$ cat config.mk
export PLATFORM = sky130hd
export DESIGN_NAME = decode_stage
export DESIGN_NICKNAME = d
export VERILOG_FILES = /design/src/rtl/decode_stage.sv
export SDC_FILE = /design/constraint.sdc
export NUM_CORES = 1
export LEC_CHECK = 0
export CAP_MARGIN = 20
export CORE_UTILIZATION = 32
export DETAILED_ROUTE_END_ITERATION = 7
export PLACE_DENSITY = 0.6
export SLEW_MARGIN = 40
export SYNTH_ARGS = -nofsm -noshare
export SYNTH_HDL_FRONTEND = slang
export SYNTH_SLANG_ARGS = --single-unit
$ cat constraint.sdc
create_clock -name clk -period 2.2 [get_ports clk]
set_input_delay 0.22 -clock clk [delete_from_list [all_inputs] [get_ports clk]]
set_output_delay 0.22 -clock clk [all_outputs]
set_load 0.01 [all_outputs]
$ cat src/rtl/decode_stage.sv
// decode_stage: RV32I + RETIRQ/MASKIRQ decoder with a one-deep registered control bundle and
// single-level interrupt entry. Define DECODE_STAGE_TRAP_EN to enable the trap bundle.
// Custom-0 opcode 7'b0001011: funct3 0 = RETIRQ (jump to q0), funct3 1 = MASKIRQ (mask <= rs1).
module decode_stage #(
  parameter int unsigned NUM_IRQ        = 4,
  parameter logic [31:0] IRQ_VEC_BASE   = 32'h10,
  parameter logic [31:0] IRQ_VEC_STRIDE = 32'h4
) (
  input  logic               clk,
  input  logic               reset_ni,
  input  logic               valid_i,
  output logic               ready_o,
  input  logic [31:0]        instr_i,
  input  logic [31:0]        pc_i,
  output logic [5:0]         reg_out1_sel_o,
  output logic [5:0]         reg_out2_sel_o,
  input  logic [31:0]        reg_out1_i,
  input  logic [31:0]        reg_out2_i,
  input  logic [NUM_IRQ-1:0] irq_i,
  output logic               valid_o,
  input  logic               ready_i,
  output logic [1:0]         next_pc_sel_o,
  output logic [1:0]         reg_in_source_o,
  output logic [5:0]         reg_in_sel_o,
  output logic               reg_in_en_o,
  output logic [2:0]         alu_op_o,
  output logic               alu_op_qual_o,
  output logic               alu_op_ext_o,
  output logic               d_we_o,
  output logic               addr_valid_o,
  output logic [31:0]        addr_o,
  output logic [31:0]        imm_o,
  output logic               alu_in1_sel_o,
  output logic               alu_in2_sel_o,
  output logic [3:0]         mask_o,
  output logic               sext_o,
  output logic               eoi_o,
  output logic               trap_o,
  output logic [4:0]         irq_id_o
);

`ifdef DECODE_STAGE_TRAP_EN
  localparam logic TrapEn = 1'b1;
`else
  localparam logic TrapEn = 1'b0;
`endif

  localparam logic [6:0] OpLui     = 7'b0110111;
  localparam logic [6:0] OpAuipc   = 7'b0010111;
  localparam logic [6:0] OpJal     = 7'b1101111;
  localparam logic [6:0] OpJalr    = 7'b1100111;
  localparam logic [6:0] OpBranch  = 7'b1100011;
  localparam logic [6:0] OpLoad    = 7'b0000011;
  localparam logic [6:0] OpStore   = 7'b0100011;
  localparam logic [6:0] OpImm     = 7'b0010011;
  localparam logic [6:0] OpReg     = 7'b0110011;
  localparam logic [6:0] OpFence   = 7'b0001111;
  localparam logic [6:0] OpSystem  = 7'b1110011;
  localparam logic [6:0] OpCustom0 = 7'b0001011;

  typedef struct packed {
    logic [1:0]  next_pc_sel;
    logic [1:0]  reg_in_source;
    logic [5:0]  reg_in_sel;
    logic        reg_in_en;
    logic [2:0]  alu_op;
    logic        alu_op_qual;
    logic        alu_op_ext;
    logic        d_we;
    logic        addr_valid;
    logic [31:0] addr;
    logic [31:0] imm;
    logic        alu_in1_sel;
    logic        alu_in2_sel;
    logic [3:0]  mask;
    logic        sext;
    logic        eoi;
    logic        trap;
  } bundle_t;

  function automatic bundle_t nop_bundle();
    bundle_t b;
    b      = '0;
    b.mask = 4'b1111;
    return b;
  endfunction

  function automatic logic [4:0] lowest_idx(input logic [NUM_IRQ-1:0] req);
    logic [4:0] idx;
    idx = 5'd0;
    for (int k = int'(NUM_IRQ) - 1; k >= 0; k--) begin
      if (req[k]) idx = 5'(k);
      else        idx = idx;
    end
    return idx;
  endfunction

  logic [6:0]         opcode_s;
  logic [2:0]         funct3_s;
  logic [5:0]         rd_sel_s;
  logic [31:0]        imm_i_s, imm_s_s, imm_b_s, imm_u_s, imm_j_s;
  logic               illegal_s, taken_s, trap_s;
  logic               is_retirq_s, is_maskirq_s;
  logic               ready_o_s, irq_take_s, xfer_s;
  logic [NUM_IRQ-1:0] pend_s, irq_onehot_s;
  logic [4:0]         irq_idx_s;
  bundle_t            base_s, dec_s, irq_bundle_s;

  bundle_t            bundle_q, bundle_d;
  logic               valid_q, valid_d;
  logic [4:0]         irq_id_q, irq_id_d;
  logic [NUM_IRQ-1:0] pending_q, pending_d;
  logic [NUM_IRQ-1:0] mask_q, mask_d;
  logic               in_service_q, in_service_d;
  logic [4:0]         id_q, id_d;

  assign opcode_s = instr_i[6:0];
  assign funct3_s = instr_i[14:12];
  assign rd_sel_s = {1'b0, instr_i[11:7]};
  assign imm_i_s  = {{20{instr_i[31]}}, instr_i[31:20]};
  assign imm_s_s  = {{20{instr_i[31]}}, instr_i[31:25], instr_i[11:7]};
  assign imm_b_s  = {{19{instr_i[31]}}, instr_i[31], instr_i[7], instr_i[30:25], instr_i[11:8], 1'b0};
  assign imm_u_s  = {instr_i[31:12], 12'd0};
  assign imm_j_s  = {{11{instr_i[31]}}, instr_i[31], instr_i[19:12], instr_i[20], instr_i[30:21], 1'b0};

  // LUI reads x0 so the ALU sees 0 + imm; RETIRQ reads the saved return address in q0.
  always_comb begin
    reg_out2_sel_o = {1'b0, instr_i[24:20]};
    if (opcode_s == OpLui) begin
      reg_out1_sel_o = 6'd0;
    end else if ((opcode_s == OpCustom0) && (funct3_s == 3'b000)) begin
      reg_out1_sel_o = 6'd32;
    end else begin
      reg_out1_sel_o = {1'b0, instr_i[19:15]};
    end
  end

  // Base instruction decode; illegal_s marks encodings that become NOP or trap.
  always_comb begin
    base_s       = nop_bundle();
    illegal_s    = 1'b0;
    taken_s      = 1'b0;
    is_retirq_s  = 1'b0;
    is_maskirq_s = 1'b0;
    case (opcode_s)
      OpLui, OpAuipc: begin
        base_s.reg_in_sel  = rd_sel_s;
        base_s.reg_in_en   = 1'b1;
        base_s.imm         = imm_u_s;
        base_s.alu_in1_sel = (opcode_s == OpAuipc);
        base_s.alu_in2_sel = 1'b1;
      end
      OpJal: begin
        base_s.reg_in_source = 2'd2;
        base_s.reg_in_sel    = rd_sel_s;
        base_s.reg_in_en     = 1'b1;
        base_s.next_pc_sel   = 2'd1;
        base_s.addr          = imm_j_s;
        base_s.imm           = imm_j_s;
      end
      OpJalr: begin
        base_s.reg_in_source = 2'd2;
        base_s.reg_in_sel    = rd_sel_s;
        base_s.reg_in_en     = 1'b1;
        base_s.next_pc_sel   = 2'd3;
        base_s.addr          = (reg_out1_i + imm_i_s) & 32'hFFFF_FFFE;
        base_s.imm           = imm_i_s;
      end
      OpBranch: begin
        case (funct3_s)
          3'b000:  taken_s = (reg_out1_i == reg_out2_i);
          3'b001:  taken_s = (reg_out1_i != reg_out2_i);
          3'b100:  taken_s = ($signed(reg_out1_i) <  $signed(reg_out2_i));
          3'b101:  taken_s = ($signed(reg_out1_i) >= $signed(reg_out2_i));
          3'b110:  taken_s = (reg_out1_i <  reg_out2_i);
          3'b111:  taken_s = (reg_out1_i >= reg_out2_i);
          default: illegal_s = 1'b1;
        endcase
        base_s.next_pc_sel = taken_s ? 2'd1 : 2'd0;
        base_s.addr        = imm_b_s;
        base_s.imm         = imm_b_s;
      end
      OpLoad: begin
        base_s.reg_in_source = 2'd1;
        base_s.reg_in_sel    = rd_sel_s;
        base_s.reg_in_en     = 1'b1;
        base_s.addr_valid    = 1'b1;
        base_s.addr          = reg_out1_i + imm_i_s;
        base_s.imm           = imm_i_s;
        case (funct3_s)
          3'b000:  begin base_s.mask = 4'b0001; base_s.sext = 1'b1; end
          3'b001:  begin base_s.mask = 4'b0011; base_s.sext = 1'b1; end
          3'b010:  base_s.mask = 4'b1111;
          3'b100:  base_s.mask = 4'b0001;
          3'b101:  base_s.mask = 4'b0011;
          default: illegal_s = 1'b1;
        endcase
      end
      OpStore: begin
        base_s.d_we       = 1'b1;
        base_s.addr_valid = 1'b1;
        base_s.addr       = reg_out1_i + imm_s_s;
        base_s.imm        = imm_s_s;
        case (funct3_s)
          3'b000:  base_s.mask = 4'b0001;
          3'b001:  base_s.mask = 4'b0011;
          3'b010:  base_s.mask = 4'b1111;
          default: illegal_s = 1'b1;
        endcase
      end
      OpImm, OpReg: begin
        base_s.reg_in_sel  = rd_sel_s;
        base_s.reg_in_en   = 1'b1;
        base_s.alu_op      = funct3_s;
        base_s.alu_in2_sel = (opcode_s == OpImm);
        base_s.imm         = (opcode_s == OpImm) ? imm_i_s : 32'd0;
        if (opcode_s == OpReg) begin
          base_s.alu_op_qual = instr_i[30];
          base_s.alu_op_ext  = instr_i[25];
        end else begin
          base_s.alu_op_qual = (funct3_s == 3'b101) & instr_i[30];
          base_s.alu_op_ext  = 1'b0;
        end
      end
      OpCustom0: begin
        case (funct3_s)
          3'b000: begin
            is_retirq_s        = 1'b1;
            base_s.next_pc_sel = 2'd3;
            base_s.addr        = reg_out1_i & 32'hFFFF_FFFE;
            base_s.eoi         = 1'b1;
          end
          3'b001:  is_maskirq_s = 1'b1;
          default: illegal_s = 1'b1;
        endcase
      end
      OpFence: base_s = nop_bundle();
      OpSystem: begin
        illegal_s = (instr_i == 32'h0000_0073) || (instr_i == 32'h0010_0073);
      end
      default: illegal_s = 1'b1;
    endcase
  end

  assign trap_s = TrapEn & illegal_s;

  // Final decode selection: trap bundle, NOP for illegal encodings, or the base decode.
  always_comb begin
    dec_s = base_s;
    if (trap_s) begin
      dec_s               = nop_bundle();
      dec_s.reg_in_source = 2'd3;
      dec_s.reg_in_sel    = 6'd33;
      dec_s.reg_in_en     = 1'b1;
      dec_s.next_pc_sel   = 2'd3;
      dec_s.addr          = 32'h0000_0008;
      dec_s.imm           = pc_i;
      dec_s.trap          = 1'b1;
    end else if (illegal_s) begin
      dec_s = nop_bundle();
    end else begin
      dec_s = base_s;
    end
  end

  assign pend_s     = pending_q & ~mask_q;
  assign irq_idx_s  = lowest_idx(pend_s);
  assign ready_o_s  = ~valid_q | ready_i;
  assign irq_take_s = valid_i & ready_o_s & ~in_service_q & (|pend_s);
  assign xfer_s     = valid_i & ready_o_s & ~irq_take_s;
  assign ready_o    = ready_o_s;

  // Interrupt entry bundle; imm carries the interrupted PC that lands in q0.
  always_comb begin
    irq_onehot_s = '0;
    for (int k = 0; k < int'(NUM_IRQ); k++) begin
      irq_onehot_s[k] = (irq_idx_s == 5'(k));
    end
    irq_bundle_s               = nop_bundle();
    irq_bundle_s.reg_in_source = 2'd3;
    irq_bundle_s.reg_in_sel    = 6'd32;
    irq_bundle_s.reg_in_en     = 1'b1;
    irq_bundle_s.next_pc_sel   = 2'd3;
    irq_bundle_s.addr          = IRQ_VEC_BASE + ({27'd0, irq_idx_s} * IRQ_VEC_STRIDE);
    irq_bundle_s.imm           = pc_i;
  end

  // Next-state for output register and interrupt controller; pending set beats clear.
  always_comb begin
    bundle_d     = bundle_q;
    valid_d      = valid_q;
    irq_id_d     = irq_id_q;
    pending_d    = pending_q | irq_i;
    in_service_d = in_service_q;
    id_d         = id_q;
    mask_d       = mask_q;
    if (irq_take_s) begin
      bundle_d     = irq_bundle_s;
      valid_d      = 1'b1;
      irq_id_d     = irq_idx_s;
      pending_d    = (pending_q & ~irq_onehot_s) | irq_i;
      in_service_d = 1'b1;
      id_d         = irq_idx_s;
    end else if (xfer_s) begin
      bundle_d = dec_s;
      valid_d  = 1'b1;
      irq_id_d = 5'd0;
      if (is_retirq_s) begin
        irq_id_d     = in_service_q ? id_q : 5'd0;
        in_service_d = 1'b0;
      end else if (is_maskirq_s) begin
        mask_d = reg_out1_i[NUM_IRQ-1:0];
      end else begin
        mask_d = mask_q;
      end
    end else if (ready_o_s) begin
      valid_d = 1'b0;
    end else begin
      valid_d = valid_q;
    end
  end

  // State registers; reset leaves every line masked and the bundle empty.
  always_ff @(posedge clk or negedge reset_ni) begin
    if (!reset_ni) begin
      bundle_q     <= nop_bundle();
      valid_q      <= 1'b0;
      irq_id_q     <= 5'd0;
      pending_q    <= '0;
      in_service_q <= 1'b0;
      id_q         <= 5'd0;
      mask_q       <= '1;
    end else begin
      bundle_q     <= bundle_d;
      valid_q      <= valid_d;
      irq_id_q     <= irq_id_d;
      pending_q    <= pending_d;
      in_service_q <= in_service_d;
      id_q         <= id_d;
      mask_q       <= mask_d;
    end
  end

  assign valid_o         = valid_q;
  assign irq_id_o        = irq_id_q;
  assign next_pc_sel_o   = bundle_q.next_pc_sel;
  assign reg_in_source_o = bundle_q.reg_in_source;
  assign reg_in_sel_o    = bundle_q.reg_in_sel;
  assign reg_in_en_o     = bundle_q.reg_in_en;
  assign alu_op_o        = bundle_q.alu_op;
  assign alu_op_qual_o   = bundle_q.alu_op_qual;
  assign alu_op_ext_o    = bundle_q.alu_op_ext;
  assign d_we_o          = bundle_q.d_we;
  assign addr_valid_o    = bundle_q.addr_valid;
  assign addr_o          = bundle_q.addr;
  assign imm_o           = bundle_q.imm;
  assign alu_in1_sel_o   = bundle_q.alu_in1_sel;
  assign alu_in2_sel_o   = bundle_q.alu_in2_sel;
  assign mask_o          = bundle_q.mask;
  assign sext_o          = bundle_q.sext;
  assign eoi_o           = bundle_q.eoi;
  assign trap_o          = bundle_q.trap;

endmodule

Word-level counts from Yosys, hierarchy flattened
Index checks and enable logic that the tools add are counted.
{"block": "totals", "regBits": 111, "input_bits": 136, "out_inout_bits": 110, "wordCells": 145}
{"block": "classes", "addsub": 3, "n_lt_le_gt_ge": 4, "n_eq_ne": 25, "n_mux": 51, "n_bitwise": 16, "reduce_logical": 23}
{"cell": "$pmux 32 s6", "n": 2}
{"cell": "$mux 91", "n": 3}
{"cell": "$add 32x32->32", "n": 2}
{"cell": "$ge 32x32->1", "n": 2}
{"cell": "$lt 32x32->1", "n": 2}
{"cell": "$mux 32", "n": 2}
{"cell": "$mux 5", "n": 8}
{"cell": "$eq 32x21->1 const B", "n": 1}
{"cell": "$eq 32x32->1", "n": 1}
{"cell": "$eq 32x7->1 const B", "n": 1}
{"cell": "$ne 32x32->1", "n": 1}
{"cell": "$eq 7x7->1 const B", "n": 4}
{"cell": "$pmux 4 s2", "n": 3}
{"cell": "$eq 7x6->1 const B", "n": 3}
{"cell": "$mux 1", "n": 21}
{"cell": "$mux 6", "n": 3}
{"cell": "$reduce_or 2->1", "n": 8}
{"cell": "$eq 7x4->1 const B", "n": 2}
{"cell": "$eq 7x5->1 const B", "n": 2}
{"cell": "$reduce_or 7->1", "n": 2}
{"cell": "$eq 3x3->1 const B", "n": 4}
{"cell": "$pmux 1 s6", "n": 2}
{"cell": "$eq 5x2->1 const B", "n": 2}
{"cell": "$add 5x7->8 const A", "n": 1}
{"cell": "27 further kinds", "n": 40}

Logic depth before layout (Yosys ltp)
{"block": "depth", "depth_word": 11, "depth_mapped": 10, "depth_no_buf": 10}

Worst setup path before layout
OpenSTA, ideal clock, no wires.
{"block": "synth_path", "kind": "input -> register", "start": "input port instr_i[7]", "end": "register bundle_q, in the netlist addr_o[10]", "t_arrival_ps": 2390, "required_ps": 2066, "slack_ps": -323, "cell_stages": 9, "n_path_buf": 0, "cell_sequence": "ha_1 -> fa_1 -> a211oi_1 -> o21ai_0 -> a21oi_1 -> o21ai_0 -> a221o_1 -> a222oi_1 -> o21ai_0"}
{"block": "synth_between", "elab_chain_cells": 6}
{"item": "start, declared", "line_no": "13", "source": "input logic [31:0] instr_i,"}
{"item": "branches (longest 3 deep; another with $add 32x32->32)"}
{"item": "$mux 91 *", "line_no": "259", "source": "end else if (illegal_s) begin"}
{"item": "$mux 91 *", "line_no": "304", "source": "end else if (xfer_s) begin"}
{"item": "$mux 91 *", "line_no": "297", "source": "if (irq_take_s) begin"}
{"item": "end signal, assigned", "line_no": "326", "source": "bundle_q <= nop_bundle();"}
{"item": "end signal, assigned", "line_no": "334", "source": "bundle_q <= bundle_d;"}
{"item": "end, declared", "line_no": "109", "source": "bundle_t bundle_q, bundle_d;"}
Mark *: on every way between the ends. The select of a mux whose other input is x is not followed.
A chain may end at the register's enable or synchronous reset.

Final worst setup path
{"block": "layout_path", "start": "input port instr_i[31]", "end": "register bundle_q, in the netlist addr_o[31]"}
Same word-level chain as after synthesis.

==> results.ini <==
[status]
outcome = complete, no violations

[logic_synthesis]
synth_cells = 1077
synth_ff_type = dfrtp_1
synth_seq_cells = 102
synth_edf_count = 0
netlist_area_um2 = 8830
synth_cell_types = 82
ys_async_sr_fraction = 1.00
seq_area_frac_synth = 0.290
synth_area_per_cell_um2 = 8.20
synth_warnings = 0

[global_routing]
grt_overflow = 0
met2_usage = 0.467
grt_max_degree = 49
grtUsageMet1 = 0.401
track_usage = 0.293
grt_pass1_vias = 10900
grt_busiest_layer = met2
grt_use_met3 = 0.0597
grt_pass1_wl_mm = 63.8
antenna_found_initial = 6

[route]
dr.first_iter.drc_count = 930
vias = 11100
postRouteAntennaNets = 0
drc = 0
dr.pass1.iters = 7
viasPerCell = 5.59
wl_per_cell_um = 21.4
drt_wl_total_mm = 42.5

[worst_setup_path]
arrival_ps = 2430
cp-startpoint = instr_i[31]
cp-start-kind = primary input
crit_family = compound AO/OA/AOI/OAI gates
r2r_end = addr_o[20]
r2r_cells = 9
critPathRequiredTime_ps = 2440
slowest_delay_ps = 380
r2r_setup_slack_ps = 90
critPathSlowestCell = a221o_1
cp.buffers_inverters = 3
reg2reg_from = mask_q[0]
crit_type = primary input to register
worst-path-max-fanout = 8
path_cells = buf_12 -> buf_12 -> buf_8 -> ha_4 -> a21o_1 -> a21o_1 -> a221o_1 -> a31o_4 -> a21oi_2 -> xnor2_2 -> a221oi_2 -> o221ai_2
cp-end-kind = register

[placed_design]
placed_area_um2 = 14100
dpl.hpwl_mm = 32.8
port_buffers = 239
gp_congestion = 0.955

[floorplan]
core_area_um2 = 27000
num_rows = 60
die_area_um2 = 28300
die_height_um = 168
initial_utilization = 0.327
io_pins = 246
fp.dieW_um = 168

[cts]
cts_tree = yes
root_buffer = clkbuf_16
htree_num_levels = 3
clk_latency_ps = 370
clock_path_buffers = 2
cts_buffers = 9
cts.sinks = 102
path_clk_slew_ps = 80

[power_and_ir_drop]
p_per_area_nw_per_um2 = 413
peakVddDrop_uv = 384
total_power_mw = 6.60
leakagePower_nw = 7.02

[flow_run]
max_cap_viol_count = 0

[sta]
worstMarginPinSlew_ps = 613
finalCritPeriodShare = 0.996
rsz0062_at_grt = true
drv_slew = 0
hold_slack_ps = 131
period_needed_ps = 2190
hold_violations = 0
max_slew_margin = 0.588
setup_viol = 0
fmax_mhz = 457
finClkSkew_ps = 17.2

[cells_and_area]
mostFrequentLayoutCells = 358 x buf_4, 142 x clkdlybuf4s50_1, 96 x dfrtp_1, 93 x nand2_1, 82 x a21oi_1
area_growth_pct = 81.0
final_common_cell = buf_4
finalNetCount = 1845
drive_above_1_share = 0.416
design_area_um2 = 16000

[worst_hold_path]
hp-class = primary input to register
min_from = reg_out1_i[0]
hold_end = mask_q[0]
holdPathStages = 2

## cell families after synthesis
| logic type | Yosys count | share of synthesized area |
|---|---|---|
| AOI/OAI and AO/OA | 445 | 0.336 |
| and+or+nand+nor | 288 | 0.166 |
| buffers and inverters | 131 | 0.0667 |
| DFF | 102 | 0.290 |
| adders and majority gates | 70 | 0.101 |
| xor gates and xnor gates | 31 | 0.0307 |
| muxes | 8 | 0.00963 |
| other | 2 | 0.000850 |
## metrics by stage
step,instances,setup WS (ps),setup TNS [ps],util
detailed placement,1921,-929,-54830,0.521
finish,1989,9.65,0,0.591
floorplan,1081,-34.3,-53.5,-
global route,1989,-68.0,-271,0.591
CTS,1974,0.528,0,0.570
global placement,1921,-913,-54900,0.521
## worst max path at each step
| stage | to | slack [ps] | cells past startpoint |
|---|---|---|---|
| 5_1_grt | addr_o[31] | -70 | 12 |
| 3_5_place_dp | addr_o[16] | -930 | 10 |
| 6_report | addr_o[31] | 10 | 12 |
| 4_1_cts | next_pc_sel_o[0] | 0.5 | 12 |
| 3_3_place_gp | addr_o[16] | -910 | 10 |
| 2_1_floorplan | addr_o[10] | -30 | 9 |
## power by group
| part | total, mW | internal (mW) | switching (mW) |
|---|---|---|---|
| Sequential | 2.00 | 1.95 | 0.0471 |
| Combinational | 2.92 | 1.49 | 1.43 |
| Clock | 1.68 | 0.807 | 0.871 |
| Total | 6.60 | 4.25 | 2.35 |
## state kept, by name, summed over array words and instances (netlist names), 2 cells and up
signal / flops
imm_o: 32
irq_id_o: 2
alu_op_o: 3
addr_o: 32
mask_o: 2
pending_q: 4
reg_in_sel_o: 6
reg_in_source_o: 2
next_pc_sel_o: 2
mask_q: 4
id_q: 2
## Yosys cell counts, types with 18 or more instances
library cell / number / area, um^2
a21oi_1: 108 / 541
o21ai_0: 102 / 510
nand2_1: 101 / 379
dfrtp_1: 96 / 2400
ha_1: 68 / 851
nor2_1: 64 / 240
inv_1: 49 / 184
clkbuf_1: 44 / 165
a22oi_1: 38 / 285
a221oi_1: 22 / 193
nand4_1: 20 / 125
xnor2_1: 20 / 175
a21o_1: 19 / 143
nor3_1: 19 / 95.1
buf_2: 18 / 90.1
## worst register-to-register path: cells and delay by family (launching register included)
kind,cells,cell delay [ps]
buffers and inverters,2,300
AOI/OAI and AO/OA,1,140
and+or+nand+nor,6,1030
DFF,1,550
## layout make-up
cell class | instances | area (um^2)
Fill cell | 2383 | 11000
Multi-Input combinational cell | 848 | 7100
Timing Repair Buffer | 628 | 5400
Sequential cell | 102 | 2560
Tap cell | 341 | 427
Clock buffer | 9 | 225
Inverter | 50 | 189
Clock inverter | 7 | 73.8
Antenna cell | 4 | 10.0
## per-layer routing
metal  vias to the layer above  share of wire
li1                       5188              -
met2                       415           0.46
met5                         -        0.00052
met1                      5457           0.45
met4                         4          0.019
met3                        56          0.068
## what timing repair did
| action | 4_1_cts | 5_1_grt |
|---|---|---|
| cloned | 1 | 0 |
| pin swaps | 80 | 89 |
| endpoints found under the hold margin | 19 | 0 |
| resized for setup | 279 | 207 |
| setup endpoints to repair | 88 | 83 |
| setup buffers | 36 | 12 |
| hold buffers | 1 | 0 |
(Power assumes the default switching activity.)
